### config.mk
export PLATFORM = sky130hd
export DESIGN_NAME = accum_out_s2
export DESIGN_NICKNAME = d
export VERILOG_FILES = /design/src/rtl/accum_out_s2.sv
export SDC_FILE = /design/constraint.sdc
export NUM_CORES = 1
export LEC_CHECK = 0
export CORE_MARGIN = 4
export CORE_UTILIZATION = 60
export CTS_CLUSTER_DIAMETER = 50
export DETAILED_ROUTE_END_ITERATION = 6
export PLACE_DENSITY = 0.9
export SYNTH_ARGS = -nofsm -noshare
export SYNTH_HDL_FRONTEND = slang
export SYNTH_SLANG_ARGS = --single-unit
### constraint.sdc
create_clock -name clk -period 4.55 [get_ports clk]
set_clock_uncertainty 0.2 [all_clocks]
set_input_delay 0.91 -clock clk [delete_from_list [all_inputs] [get_ports clk]]
set_output_delay 0.91 -clock clk [all_outputs]
set_load 0.05 [all_outputs]
### src/rtl/accum_out_s2.sv
// Per-dir product accumulator with a double-buffered, saturating valid/ready drain.
// Accumulators keep collecting the next block while the snapshot in obuf is drained.
module accum_out_s2 #(
    parameter int PROD_W = 16,
    parameter int OUT_W  = 16,
    parameter int LEN    = 36
) (
    input  logic              clk,
    input  logic              reset_n,
    input  logic [1:0]        dir,
    input  logic [5:0]        dir_counter,
    input  logic              data_done,
    input  logic [PROD_W-1:0] prod_in,
    input  logic              prod_valid,
    output logic [OUT_W-1:0]  out_data,
    output logic [1:0]        out_idx,
    output logic              out_valid,
    input  logic              out_ready,
    output logic              out_last,
    output logic              overrun,
    output logic              idx_err
);

    localparam int ACC_W = PROD_W + $clog2(LEN);
    localparam logic [5:0] LEN_C = 6'(LEN);
    localparam logic signed [ACC_W-1:0] SAT_MAX = {{(ACC_W-OUT_W+1){1'b0}}, {(OUT_W-1){1'b1}}};
    localparam logic signed [ACC_W-1:0] SAT_MIN = {{(ACC_W-OUT_W+1){1'b1}}, {(OUT_W-1){1'b0}}};

    typedef enum logic {IDLE, DRAIN} state_t;

    state_t                  state_q, state_d;
    logic [1:0]              idx_q, idx_d;
    logic                    overrun_q, overrun_d;
    logic                    idx_err_q, idx_err_d;
    logic signed [ACC_W-1:0] acc_q  [4];
    logic signed [ACC_W-1:0] acc_d  [4];
    logic signed [ACC_W-1:0] obuf_q [4];
    logic signed [ACC_W-1:0] prod_ext;
    logic                    prod_ok;
    logic                    snap;

    assign prod_ext = {{(ACC_W-PROD_W){prod_in[PROD_W-1]}}, prod_in};
    assign prod_ok  = prod_valid && (dir_counter < LEN_C);

    // Term 0 restarts the sum, so no explicit clear between blocks is needed.
    for (genvar gi = 0; gi < 4; gi++) begin : g_acc
        assign acc_d[gi] = (prod_ok && dir == 2'(gi))
                         ? ((dir_counter == 6'd0) ? prod_ext : acc_q[gi] + prod_ext)
                         : acc_q[gi];
    end

    function automatic logic [OUT_W-1:0] sat(input logic signed [ACC_W-1:0] x);
        if (x > SAT_MAX)      return {1'b0, {(OUT_W-1){1'b1}}};
        else if (x < SAT_MIN) return {1'b1, {(OUT_W-1){1'b0}}};
        else                  return x[OUT_W-1:0];
    endfunction

    always_comb begin
        state_d   = state_q;
        idx_d     = idx_q;
        snap      = 1'b0;
        overrun_d = overrun_q;
        idx_err_d = idx_err_q | (prod_valid && !(dir_counter < LEN_C));
        case (state_q)
            IDLE: begin
                if (data_done) begin
                    snap    = 1'b1;
                    idx_d   = 2'd0;
                    state_d = DRAIN;
                end
            end
            DRAIN: begin
                if (out_ready) begin
                    if (idx_q == 2'd3) begin
                        idx_d = 2'd0;
                        // A block completing exactly on the final beat chains straight in.
                        if (data_done) snap = 1'b1;
                        else           state_d = IDLE;
                    end else begin
                        idx_d = idx_q + 2'd1;
                    end
                end
                if (data_done && !(out_ready && idx_q == 2'd3)) overrun_d = 1'b1;
            end
            default: state_d = IDLE;
        endcase
    end

    always_ff @(posedge clk or negedge reset_n) begin
        if (!reset_n) begin
            state_q   <= IDLE;
            idx_q     <= 2'd0;
            overrun_q <= 1'b0;
            idx_err_q <= 1'b0;
            for (int i = 0; i < 4; i++) begin
                acc_q[i]  <= '0;
                obuf_q[i] <= '0;
            end
        end else begin
            state_q   <= state_d;
            idx_q     <= idx_d;
            overrun_q <= overrun_d;
            idx_err_q <= idx_err_d;
            for (int i = 0; i < 4; i++) begin
                acc_q[i] <= acc_d[i];
                if (snap) obuf_q[i] <= acc_d[i];
            end
        end
    end

    assign out_valid = (state_q == DRAIN);
    assign out_idx   = out_valid ? idx_q : 2'd0;
    assign out_data  = out_valid ? sat(obuf_q[idx_q]) : '0;
    assign out_last  = out_valid && (idx_q == 2'd3);
    assign overrun   = overrun_q;
    assign idx_err   = idx_err_q;

endmodule

==> results of run 1 <==
## area by class of cell
class                      count  area share [%]
clock buffer                  20            3.32
multi-input combinational   1052            53.2
inverter                      22           0.601
sequential                   181            33.0
tap                          265            2.41
timing repair buffer          80            6.77
clock inverter                11           0.747
## state kept, by name, indices dropped and copies added (netlist names)
| register | flops |
|---|---|
| acc_q | 88 |
| idx_err | 1 |
| idx_q | 2 |
| out_valid | 1 |
| obuf_q | 88 |
| overrun | 1 |
## cell usage after synthesis (23+ instances only)
cell | instances | area share, %
nand2_1 | 195 | 6.0
dfrtp_1 | 181 | 37
a21oi_1 | 121 | 5.0
nor2_1 | 98 | 3.0
o21ai_0 | 92 | 3.8
ha_1 | 85 | 8.8
mux2_2 | 58 | 5.4
clkbuf_1 | 53 | 1.6
a21o_1 | 39 | 2.4
xnor2_1 | 38 | 2.7
a31oi_1 | 30 | 1.5
xor2_1 | 23 | 1.7
## logic make-up (layout without fill, tap and decap cells)
| family | Yosys count | count (layout) |
|---|---|---|
| fa+ha+maj | 89 | 89 |
| flops | 181 | 181 |
| xor+xnor | 61 | 61 |
| mux | 89 | 89 |
| compound gates | 397 | 397 |
| buf+inv | 83 | 133 |
| simple gates | 416 | 416 |
## how the worst max path moves through the flow
stage	from	end	slack [ns]
floorplan	idx_q[0]	out_data[10]	0.66
global placement	prod_in[0]	obuf_q[42]	0.11
detailed placement	prod_in[0]	obuf_q[40]	-0.01
CTS	idx_q[0]	out_data[0]	0.15
global route	idx_q[0]	out_data[1]	0.08
finish	idx_q[0]	out_data[0]	0.34
## worst max-delay path, stage by stage, from the launching register on
cell	delay [ns]
dfrtp_1	0.68
mux4_2	0.63
nor4_1	0.39
a21oi_2	0.21
nand2_1	0.34
nand2_1	0.20
buf_12	0.20
## placed cells by master (no fill, tap or decap), types with 7 or more instances in the layout
cell and count:
o21ai_0 92, o21ai_1 7, buf_4 26, o211ai_1 7, clkbuf_16 17, mux4_2 22
a211oi_1 9, inv_1 22, or3_1 8, o21a_1 12, xnor2_1 38, a31oi_1 30
and3_1 13, ha_1 85, mux2i_1 9, nor3_1 10, a21o_1 39, nand2b_1 9
mux2_2 58, clkdlybuf4s50_1 34, xor2_1 23, and2_1 17, nand2_1 195, dfrtp_1 181
nand4_1 12, nor2b_1 8, a21oi_1 120, nor2_1 98, o31ai_1 15, o21bai_1 18
nand3_1 21, buf_12 19
## where the power goes
part	total [mW]	internal, mW	leakage (nW)	switching (mW)
combinational	7.45	3.29	3.78	4.16
sequential	2.93	2.36	2.18	0.570
clock	1.44	0.779	0.257	0.660
## routing by layer
layer	wire (µm)	share of wire, %	GRT usage, %
met4	1100	3.1	10.9
met5	0	0	0
met3	4330	12	8.94
met2	15900	45	49.5
met1	13800	39	42.9
==> flow_summary_export.csv, run 1 <==
group,metric,value,unit
clock_network,numClockSinks,181,
timing,fin_crit_sh,92.5,%
layout,final_util,69.9,%
clock_network,clk_latency,0.45,ns
route,drt_iter0_drc,1248,
clock_network,cts_max_path_buffers,2,
job,cap_violations,0,
clock_network,postCtsSetupRepairBufs,0,
timing,tns,0,ns
clock_network,cts-root-buf,"clkbuf_16",
critical_path,cp_max_fo,9,
layout,n_fill_cell,1416,
critical_path,critical_path_class,"flip-flop to output port",
die,rows,51,
synthesis,netlist_area,0.0121,mm²
synthesis,synthMuxAreaShare,10.2,%
layout,fin_area,0.0137,mm²
die,ios,51,
power,power.density,860,mW/mm²
synthesis,syn-num-nets,1434,
synthesis,syn_avg_cell_area,9.23,µm²
clock_network,path_clk_slew,0.07,ns
synthesis,ys_types,70,
clock_network,cts_buffers,17,
timing,final.min_clock_period,4.21,ns
critical_path,worst-r2r-setup-slack,1.02,ns
critical_path,worstReg2RegStart,"acc_q[22]",
synthesis,synth_compound_area_share,20.7,%
route,vias,10931,
layout,syn_to_final_growth,13.1,%
synthesis,synth_xor_area_share,4.40,%
global_routing,grt.overflow.total,0,
power,power_leakage,6.21,nW
layout,num-nets-final,1472,
power,finalPower,11.8,mW
die,fp.coreArea,0.0197,mm²
synthesis,synth.yosys.seq_area_share,37.3,%
synthesis,ys_async_sr_fraction,100,%
timing,whs,0.269,ns
placed_design,portBuffers,50,
route,first_pass_iters,7,
timing,fmax,238,MHz
global_routing,grt_pass1_wl,55.7,mm
synthesis,synth_cells,1316,
timing,timing.final.ws_setup,0.342,ns
layout,drive_gt1_share,13.1,%
synthesis,ys_seq_elements,181,
placed_design,dp_slack,-0.0142,ns
synthesis,synthAdderAreaFrac,9.42,%
run_status,status,"completed",
route,drcViolationCount,0,
synthesis,synthFlopType,"dfrtp_1",
synthesis,yosys.area_share.simple,15.3,%
placed_design,hpwl,24.9,mm
clock_network,h-tree-depth,4,
timing,slew_violations,0,
timing,rsz0062_at_grt,"false",
critical_path,arrival,3.10,ns
global_routing,grt_max_degree,115,
critical_path,critPathRequiredTime,3.44,ns
timing,slew_headroom,27.5,%
placed_design,place.gp.congestion,0.939,
route,routedWlPerCell,21.5,µm
route,final_antenna_net_count,0,
global_routing,grt_use_total,31.7,%
worst_hold_path,hold_path_end,"idx_err",
worst_hold_path,holdCritStartpoint,"idx_err",
route,drt-total-wl,35.1,mm
clock_network,postCtsHoldBufs,0,
synthesis,synth_warnings,0,
placed_design,place_inst,1600,
layout,regArea,0.00453,mm²
worst_hold_path,hp-class,"flip-flop to flip-flop",
clock_network,cts_tree,"yes",
timing,setup_viol,0,
critical_path,reg2reg_depth,11,
timing,tightest_slew,1.09,ns
placed_design,postPlaceCellArea,0.0132,mm²
layout,multi_input_area,0.00731,mm²
worst_hold_path,holdPathStages,1,
global_routing,grt_pass1_vias,10694,
die,die_h,150,µm
die,start_util,61.8,%
die,die_area,0.0226,mm²
power,ir_drop,1.19,mV
critical_path,crit_path_end_kind,"output port",
global_routing,antenna_found_initial,0,
clock_network,cts_resized,0,
timing,hold_viol_final,0,
synthesis,synth_edf_count,0,
critical_path,start_kind,"flip-flop",
die,die_w,150,µm
critical_path,reg2reg_to,"obuf_q[40]",
layout,antennaDiodeCount,0,
layout,final_cell_count_no_fill,1631,
synthesis,synth_top_family_by_area,"compound AO/OA/AOI/OAI gates",
route,via_per_inst,6.70,
Power figures use the tool's default switching activity.
==> inputs of run 2 (changes only) <==
--- a/config.mk
+++ b/config.mk
@@ -11,4 +11,5 @@
 export DETAILED_ROUTE_END_ITERATION = 6
 export PLACE_DENSITY = 0.9
+export REMOVE_ABC_BUFFERS = 1
 export SYNTH_ARGS = -nofsm -noshare
 export SYNTH_HDL_FRONTEND = slang
==> constraint.sdc (replaced) <==
create_clock -name clk -period 4.55 [get_ports clk]
set_clock_uncertainty 0.2 [all_clocks]
set_input_delay 0.6825 -clock clk [delete_from_list [all_inputs] [get_ports clk]]
set_output_delay 0.6825 -clock clk [all_outputs]
set_load 0.05 [all_outputs]
==> flow_summary_export.csv, run 2 (synthesis results as in run 1) <==
group,metric,value,unit
die,ios,51,
route,drt-total-wl,35.8,mm
timing,hold_viol_final,0,
layout,final_common_cell,"nand2_1",
timing,fin_crit_sh,91.7,%
die,rows,51,
global_routing,grt_pass1_vias,11123,
critical_path,start_kind,"flip-flop",
route,vias,10998,
clock_network,cts-root-buf,"clkbuf_16",
layout,drive_gt1_share,13.0,%
timing,tightest_slew,1.25,ns
global_routing,grt_pass1_wl,57.2,mm
critical_path,critPathRequiredTime,3.67,ns
die,die_w,150,µm
clock_network,postCtsSetupRepairBufs,0,
placed_design,hpwl,24.3,mm
route,top_layer_used,"met4",
layout,syn_to_final_growth,13.3,%
global_routing,antenna_found_initial,0,
die,fp.coreArea,0.0197,mm²
clock_network,clk_latency,0.45,ns
route,drcViolationCount,0,
route,routedWlPerCell,22.0,µm
timing,rsz0062_at_grt,"false",
timing,final.min_clock_period,4.17,ns
run_status,status,"completed",
power,power.density,880,mW/mm²
critical_path,cp_max_fo,13,
power,clkPwrFrac,13.4,%
clock_network,path_clk_slew,0.07,ns
global_routing,grt.overflow.total,0,
clock_network,cts_resized,0,
power,switching_power,5.56,mW
layout,num-nets-final,1469,
power,p_sw_share,46.0,%
timing,slew_headroom,16.7,%
route,final_antenna_net_count,0,
power,power_leakage,6.23,nW
clock_network,cts_buffers,17,
route,met3_length,3.73,mm
placed_design,portBuffers,50,
power,combPwrFrac,62.2,%
timing,setup_viol,0,
clock_network,cts_tree,"yes",
layout,n_fill_cell,1398,
timing,slew_violations,0,
route,drt_iter0_drc,1200,
route,via_per_inst,6.75,
power,pwr-share-seq,24.4,%
die,die_area,0.0226,mm²
power,ir_drop,0.721,mV
route,route.met2.wl,16.7,mm
layout,reg.largest.list,"acc_q (88), obuf_q (88), idx_q (2)",
timing,timing.final.ws_setup,0.378,ns
clock_network,numClockSinks,181,
route,first_pass_iters,6,
clock_network,cts_max_path_buffers,2,
global_routing,grt_use_total,32.3,%
critical_path,crit_path_end_kind,"output port",
job,cap_violations,0,
worst_hold_path,hp-class,"flip-flop to flip-flop",
die,start_util,61.8,%
power,intPower,6.54,mW
layout,antennaDiodeCount,0,
critical_path,critical_path_class,"flip-flop to output port",
placed_design,dp_slack,0.196,ns
critical_path,arrival,3.29,ns
die,die_h,150,µm
timing,fmax,240,MHz
placed_design,place.gp.congestion,1.03,
layout,final_cell_mix,"195 x nand2_1, 180 x dfrtp_1, 121 x a21oi_1, 98 x nor2_1, 92 x o21ai_0",
power,finalPower,12.1,mW
route,wl_met1,14.1,mm
global_routing,grt_max_degree,145,
clock_network,h-tree-depth,4,
clock_network,postCtsHoldBufs,1,
## run 2: cell count changes in the layout (fill, tap and decap cells not counted), sizes merged, moves of 2 or more
cell | before | now
clkbuf | 21 | 18
clkinvlp | 6 | 2
buf | 45 | 42
inv | 23 | 29
bufinv | 1 | 3
## run 2: cell type report
| type | instances | area, µm² | share of cell area (%) |
|---|---|---|---|
| multi-input cells | 1052 | 7310 | 53.1 |
| flip-flops and latches | 181 | 4530 | 32.9 |
| repair buffers | 77 | 882 | 6.41 |
| inverters | 22 | 82.6 | 0.600 |
| clock inverters | 14 | 189 | 1.37 |
| clock buffers | 18 | 439 | 3.19 |
| well taps | 265 | 332 | 2.41 |
## run 2: metal layers
| layer | track usage, % | vias to the layer above |
|---|---|---|
| met5 | 0 | - |
| met4 | 13.8 | 0 |
| met3 | 7.13 | 139 |
| met2 | 51.3 | 695 |
| met1 | 43.1 | 5298 |
| li1 | - | 4866 |
## run 2: worst paths after layout
path	from	slack (ns)	cells after the start	to
setup / recovery	idx_q[0]	0.38	7	out_data[12]
hold / removal	overrun	0.26	1	overrun
setup reg to reg	acc_q[22]	0.91	11	obuf_q[40]
hold reg to reg	overrun	0.26	1	overrun
max in group asynchronous	reset_n	2.47	3	obuf_q[39]
min in group asynchronous	reset_n	0.49	2	obuf_q[66]
## run 2: power groups by stage
stage	clock [mW]	sequential [mW]	combinational, mW
2_1_floorplan	0	2.75	5.02
3_3_place_gp	0	2.89	7.04
4_1_cts	1.61	2.93	7.40
3_5_place_dp	0	2.93	7.29
5_1_grt	1.69	3.03	8.07
6_report	1.62	2.96	7.53
## run 2: stage by stage
step	util [%]	cell area [µm²]	TNS [ns]	cells	hold WS (ns)
detailed placement	66.8	13100	0	1596	0.248
global placement	66.8	13100	0	1596	0.242
CTS	70.0	13800	0	1629	0.268
floorplan	-	11900	-113.97	1255	0.187
global route	70.0	13800	0	1629	0.291
finish	70.0	13800	0	1629	0.260
## run 2: worst max-delay path: stages (launching register included)
cell and delay (ns):
dfrtp_2 0.70, mux4_2 0.61, nor4_1 0.30, a21oi_1 0.12
buf_4 0.19, nand2_1 0.42, nand2_1 0.26, buf_12 0.23
==> inputs of run 3 (changes only) <==
Settings changed: CORE_MARGIN 4 to default, DONT_BUFFER_PORTS from default to 1, PLACE_DENSITY 0.9 to 0.87.
==> flow_summary_export.csv, run 3 (synthesis results as in run 1) <==
group,metric,value,unit
run_status,status,"finished, violations left",
run_status,violations,"negative hold slack",
timing,setup_viol,0,
critical_path,worstReg2RegStart,"acc_q[44]",
timing,slew_violations,0,
layout,num-nets-final,1427,
placed_design,place_inst,1555,
timing,final.min_clock_period,4.05,ns
clock_network,cts_max_path_buffers,2,
critical_path,start_kind,"flip-flop",
power,ir_drop,0.721,mV
die,ios,51,
critical_path,cp_max_fo,16,
power,power_leakage,5.98,nW
layout,syn_to_final_growth,8.10,%
die,die_w,144,µm
global_routing,grt_pass1_wl,53.9,mm
worst_hold_path,hp-class,"primary input to asynchronous set/reset pin",
timing,hold_viol_final,181,
timing,slew_headroom,30.7,%
critical_path,arrival,3.17,ns
critical_path,cp-endpoint,"out_data[12]",
job,cap_violations,0,
route,drt_iter0_drc,1037,
die,die_area,0.0208,mm²
clock_network,h-tree-depth,4,
clock_network,cts_buffers,17,
global_routing,grt_use_total,34.4,%
layout,final_cell_count_no_fill,1587,
route,vias,10494,
timing,fmax,247,MHz
layout,reg.largest.list,"acc_q (88), obuf_q (88), idx_q (2)",
timing,fin_crit_sh,89.1,%
clock_network,cts-root-buf,"clkbuf_16",
route,first_pass_iters,5,
placed_design,hpwl,23.4,mm
critical_path,reg2reg_depth,11,
layout,final_common_cell,"nand2_1",
critical_path,crit_path_end_kind,"output port",
critical_path,critical_path_class,"flip-flop to output port",
die,die_h,144,µm
route,final_antenna_net_count,0,
timing,whs,-0.279,ns
global_routing,grt_pass1_vias,10475,
global_routing,grt.overflow.total,0,
critical_path,startpoint,"idx_q[1]",
timing,tightest_slew,1.04,ns
layout,final_util,66.8,%
die,start_util,61.8,%
layout,final_cell_mix,"195 x nand2_1, 180 x dfrtp_1, 121 x a21oi_1, 98 x nor2_1, 92 x o21ai_0",
route,drt-total-wl,33.6,mm
die,fp.coreArea,0.0197,mm²
critical_path,reg2reg_to,"obuf_q[62]",
route,via_per_inst,6.61,
power,power.density,852,mW/mm²
clock_network,cts_tree,"yes",
die,rows,51,
timing,rsz0062_at_grt,"false",
layout,drive_gt1_share,12.9,%
clock_network,clk_latency,0.45,ns
global_routing,antenna_found_initial,0,
layout,antennaDiodeCount,0,
route,drcViolationCount,0,
clock_network,path_clk_slew,0.07,ns
route,routedWlPerCell,21.2,µm
clock_network,numClockSinks,181,
global_routing,grt_max_degree,182,
critical_path,critPathRequiredTime,3.67,ns
placed_design,place.gp.congestion,0.972,
placed_design,portBuffers,0,
critical_path,worst-r2r-setup-slack,0.88,ns
==> run 3: per-stage QoR <==
stage                     power (mW)  setup WS, ns  hold slack (ns)  area, µm²  setup TNS (ns)
after floorplan                 7.77         -1.26            0.187      11900         -113.97
after global placement          9.23         0.704            0.189      12500               0
after detailed placement        9.45         0.656            0.189      12500               0
after CTS                       11.1         0.563           -0.278      13100               0
after global routing            11.9         0.388           -0.289      13100               0
final                           11.2         0.495           -0.279      13100               0
==> run 3: metal layers <==
layer	GRT usage [%]	vias to the layer above	wire length, µm
met5	0	-	0
met4	16.3	0	1310
met3	6.85	104	2810
met2	54.0	515	15400
met1	45.9	5111	14100
li1	-	4764	-
==> run 3: final cells by class <==
type | instances | area (µm²)
multi-input combinational | 1052 | 7310
fill | 1537 | 6530
sequential | 181 | 4530
clock buffer | 18 | 439
tap | 265 | 332
timing repair buffer | 35 | 275
clock inverter | 14 | 164
inverter | 22 | 82.6
==> run 3: worst min-delay path by stage <==
stage | from | to | slack (ns) | cells after the start
finish | reset_n | obuf_q[22] | -0.28 | 0
CTS | reset_n | obuf_q[66] | -0.28 | 0
global placement | reset_n | obuf_q[0] | 0.19 | 0
floorplan | reset_n | acc_q[0] | 0.19 | 0
detailed placement | reset_n | obuf_q[66] | 0.19 | 0
global route | reset_n | acc_q[0] | -0.29 | 0
==> run 3: what timing repair did <==
item,in CTS,in global routing
hold endpoints to repair,181,181
resized for setup,0,0
buffers inserted,0,0
setup endpoints to repair,0,0
==> run 3: worst max-delay path, stage by stage, from the launching register on <==
cell	delay (ns)
dfrtp_1	0.83
mux4_2	0.42
nor4_1	0.29
a21oi_1	0.11
buf_4	0.20
nand2_1	0.41
nand2_1	0.21
buf_4	0.24
==> run 3: power breakdown <==
part	leakage (nW)	total, mW	switching (mW)	internal, mW
Sequential	2.18	2.90	0.541	2.36
Combinational	3.50	6.73	4.00	2.73
Clock	0.293	1.56	0.719	0.842
==> RTL edit: new RTL, settings of run 1 <==
Reset style: synchronous (`reset_n`), changed in one clocked block.
--- a/src/rtl/accum_out_s2.sv
+++ b/src/rtl/accum_out_s2.sv
@@ -86,7 +86,7 @@
         endcase
     end
 
-    always_ff @(posedge clk or negedge reset_n) begin
+    always_ff @(posedge clk) begin
         if (!reset_n) begin
             state_q   <= IDLE;
             idx_q     <= 2'd0;
Behaviour: differs if reset_n is asserted again (counterexample within 4 cycles, from zero or initial values and one cycle with reset_n low); with reset_n held inactive, the same outputs for 4 cycles.
==> RTL edit against run 1 <==
  * First-iteration DRC count increased by 53%
  * Worst hold slack improved by 12 ps
  * Count of clock-buffer cells in the layout decreased by 1
  * Setup slack got worse by 18 ps
  * Wire length increased by 6.3%
  * Area after synthesis increased by 0.89%
  * Sequential cell count increased by 2
  * Register-to-register slack improved by 20 ps
  * Cell area increased by 1.1%
  * Largest cell class unchanged
Power is not compared: it rests on default switching activity, and its combinational part moved more than twofold at a synthesized area within 25%.
==> RTL edit: results (changes against run 1) <==
Seq/Total Area, Yosys 37.1% (-0.20 points); Yosys reg bits 183 (+1.1%); critical path arrival 4240 ps (+1140 ps); cell family with most CP delay compound AO/OA/AOI/OAI gates; slew of the pin with the lowest slew margin 798 ps (-290 ps); syn_area_per_cell 8.94 um2 (-3.2%); dpl ws -57.1 ps (-42.9 ps); cts bufs inserted 17 (unchanged); biggest cell delay along the critical path 670 ps; Seq area share 32.7% (-0.27 points); Async SR Flop Fraction 0% (-100 points); adder-cell area share of the yosys netlist 9.33% (-0.083 points); dpl hpwl 26400 um (+6.2%); Post-synth EDFFs 88 (+88); clk_buf instances 19 (-5.0%); FF-to-FF Start acc_q[1][2]$_SDFF_PN0_; Worst R2R Setup Slack 1040 ps (+20 ps); Slowest-stage cell, CP a2111oi_1; multi-input logic cell count 1093 (+3.9%); Routed WL 37300 um (+6.3%); met1 WL 14500 um (+5.1%); ys flop type dfxtp_1; CP endpoint obuf_q[1][17]$_SDFFCE_PN0P_; non-clk buf share 7.29% (+0.53 points); vias per cell 6.82 (+1.7%); status completed; WL met2 16500 um (+3.9%); total nets after synthesis 1489 (+3.8%); invs w/o clock 19 (-14%); post-synth cell types 84 (+20%); WHS 282 ps (+12.2 ps); Non-clk bufs 98 (+23%); Placed Area 0.0133 mm2 (+1.1%); ClkCell Share 4.15% (+0.080 points); Compound-Gate Fraction of Synth Area 22.7% (+2.0 points); GP Congestion 0.957 (+2.0%); Placed Cells incl. Taps 1663 (+3.9%); DRT Pass-1 Iters 6 (-1); largest net degree at the start of global routing 88 (-23%); DRT iter0 DRCs 1907 (+53%); share of cells above drive strength 1 10.2% (-2.9 points); Wirelength per Cell 22.0 um (+2.3%); Post-synth top cells 161 x nor2_1, 124 x a21oi_1, 99 x nand2_1; post-synthesis mux area share 4.97% (-5.2 points); fin crit share 92.9% (+0.40 points); first-pass GRT wire length 57700 um (+3.6%); Layout fillers 1489 (+5.2%); vias in the first global route 10800 (+1.3%); worst hold endpoint idx_err$_SDFF_PN0_; Tot GR Track Use 32.8% (+1.1 points); CP Launch Point prod_in[1]
-- RTL edit: changes by cell type in the layout (fill, tap and decap cells not counted), moves of 15 or more --
cell / before / now
buf_4: 26 / 47
o211ai_1: 7 / 25
nor2_1: 98 / 159
dfxtp_1: 0 / 95
xnor2_1: 38 / 23
and2_1: 17 / 40
nand2_1: 195 / 97
edfxtp_1: 0 / 88
mux2_2: 58 / 2
dfrtp_1: 181 / 0
nor3_1: 10 / 73
-- RTL edit: metal layers --
metal | track usage (%) | up-vias
li1 | - | 5249
met1 | 45.5 | 5331
met2 | 50.0 | 833
met3 | 8.14 | 143
met4 | 12.1 | 2
met5 | 0 | -
-- RTL edit: power by group --
group | switching (mW) | internal (mW)
Sequential | 0.0511 | 1.81
Combinational | 0.532 | 0.342
Clock | 0.671 | 0.817
Total | 1.25 | 2.97
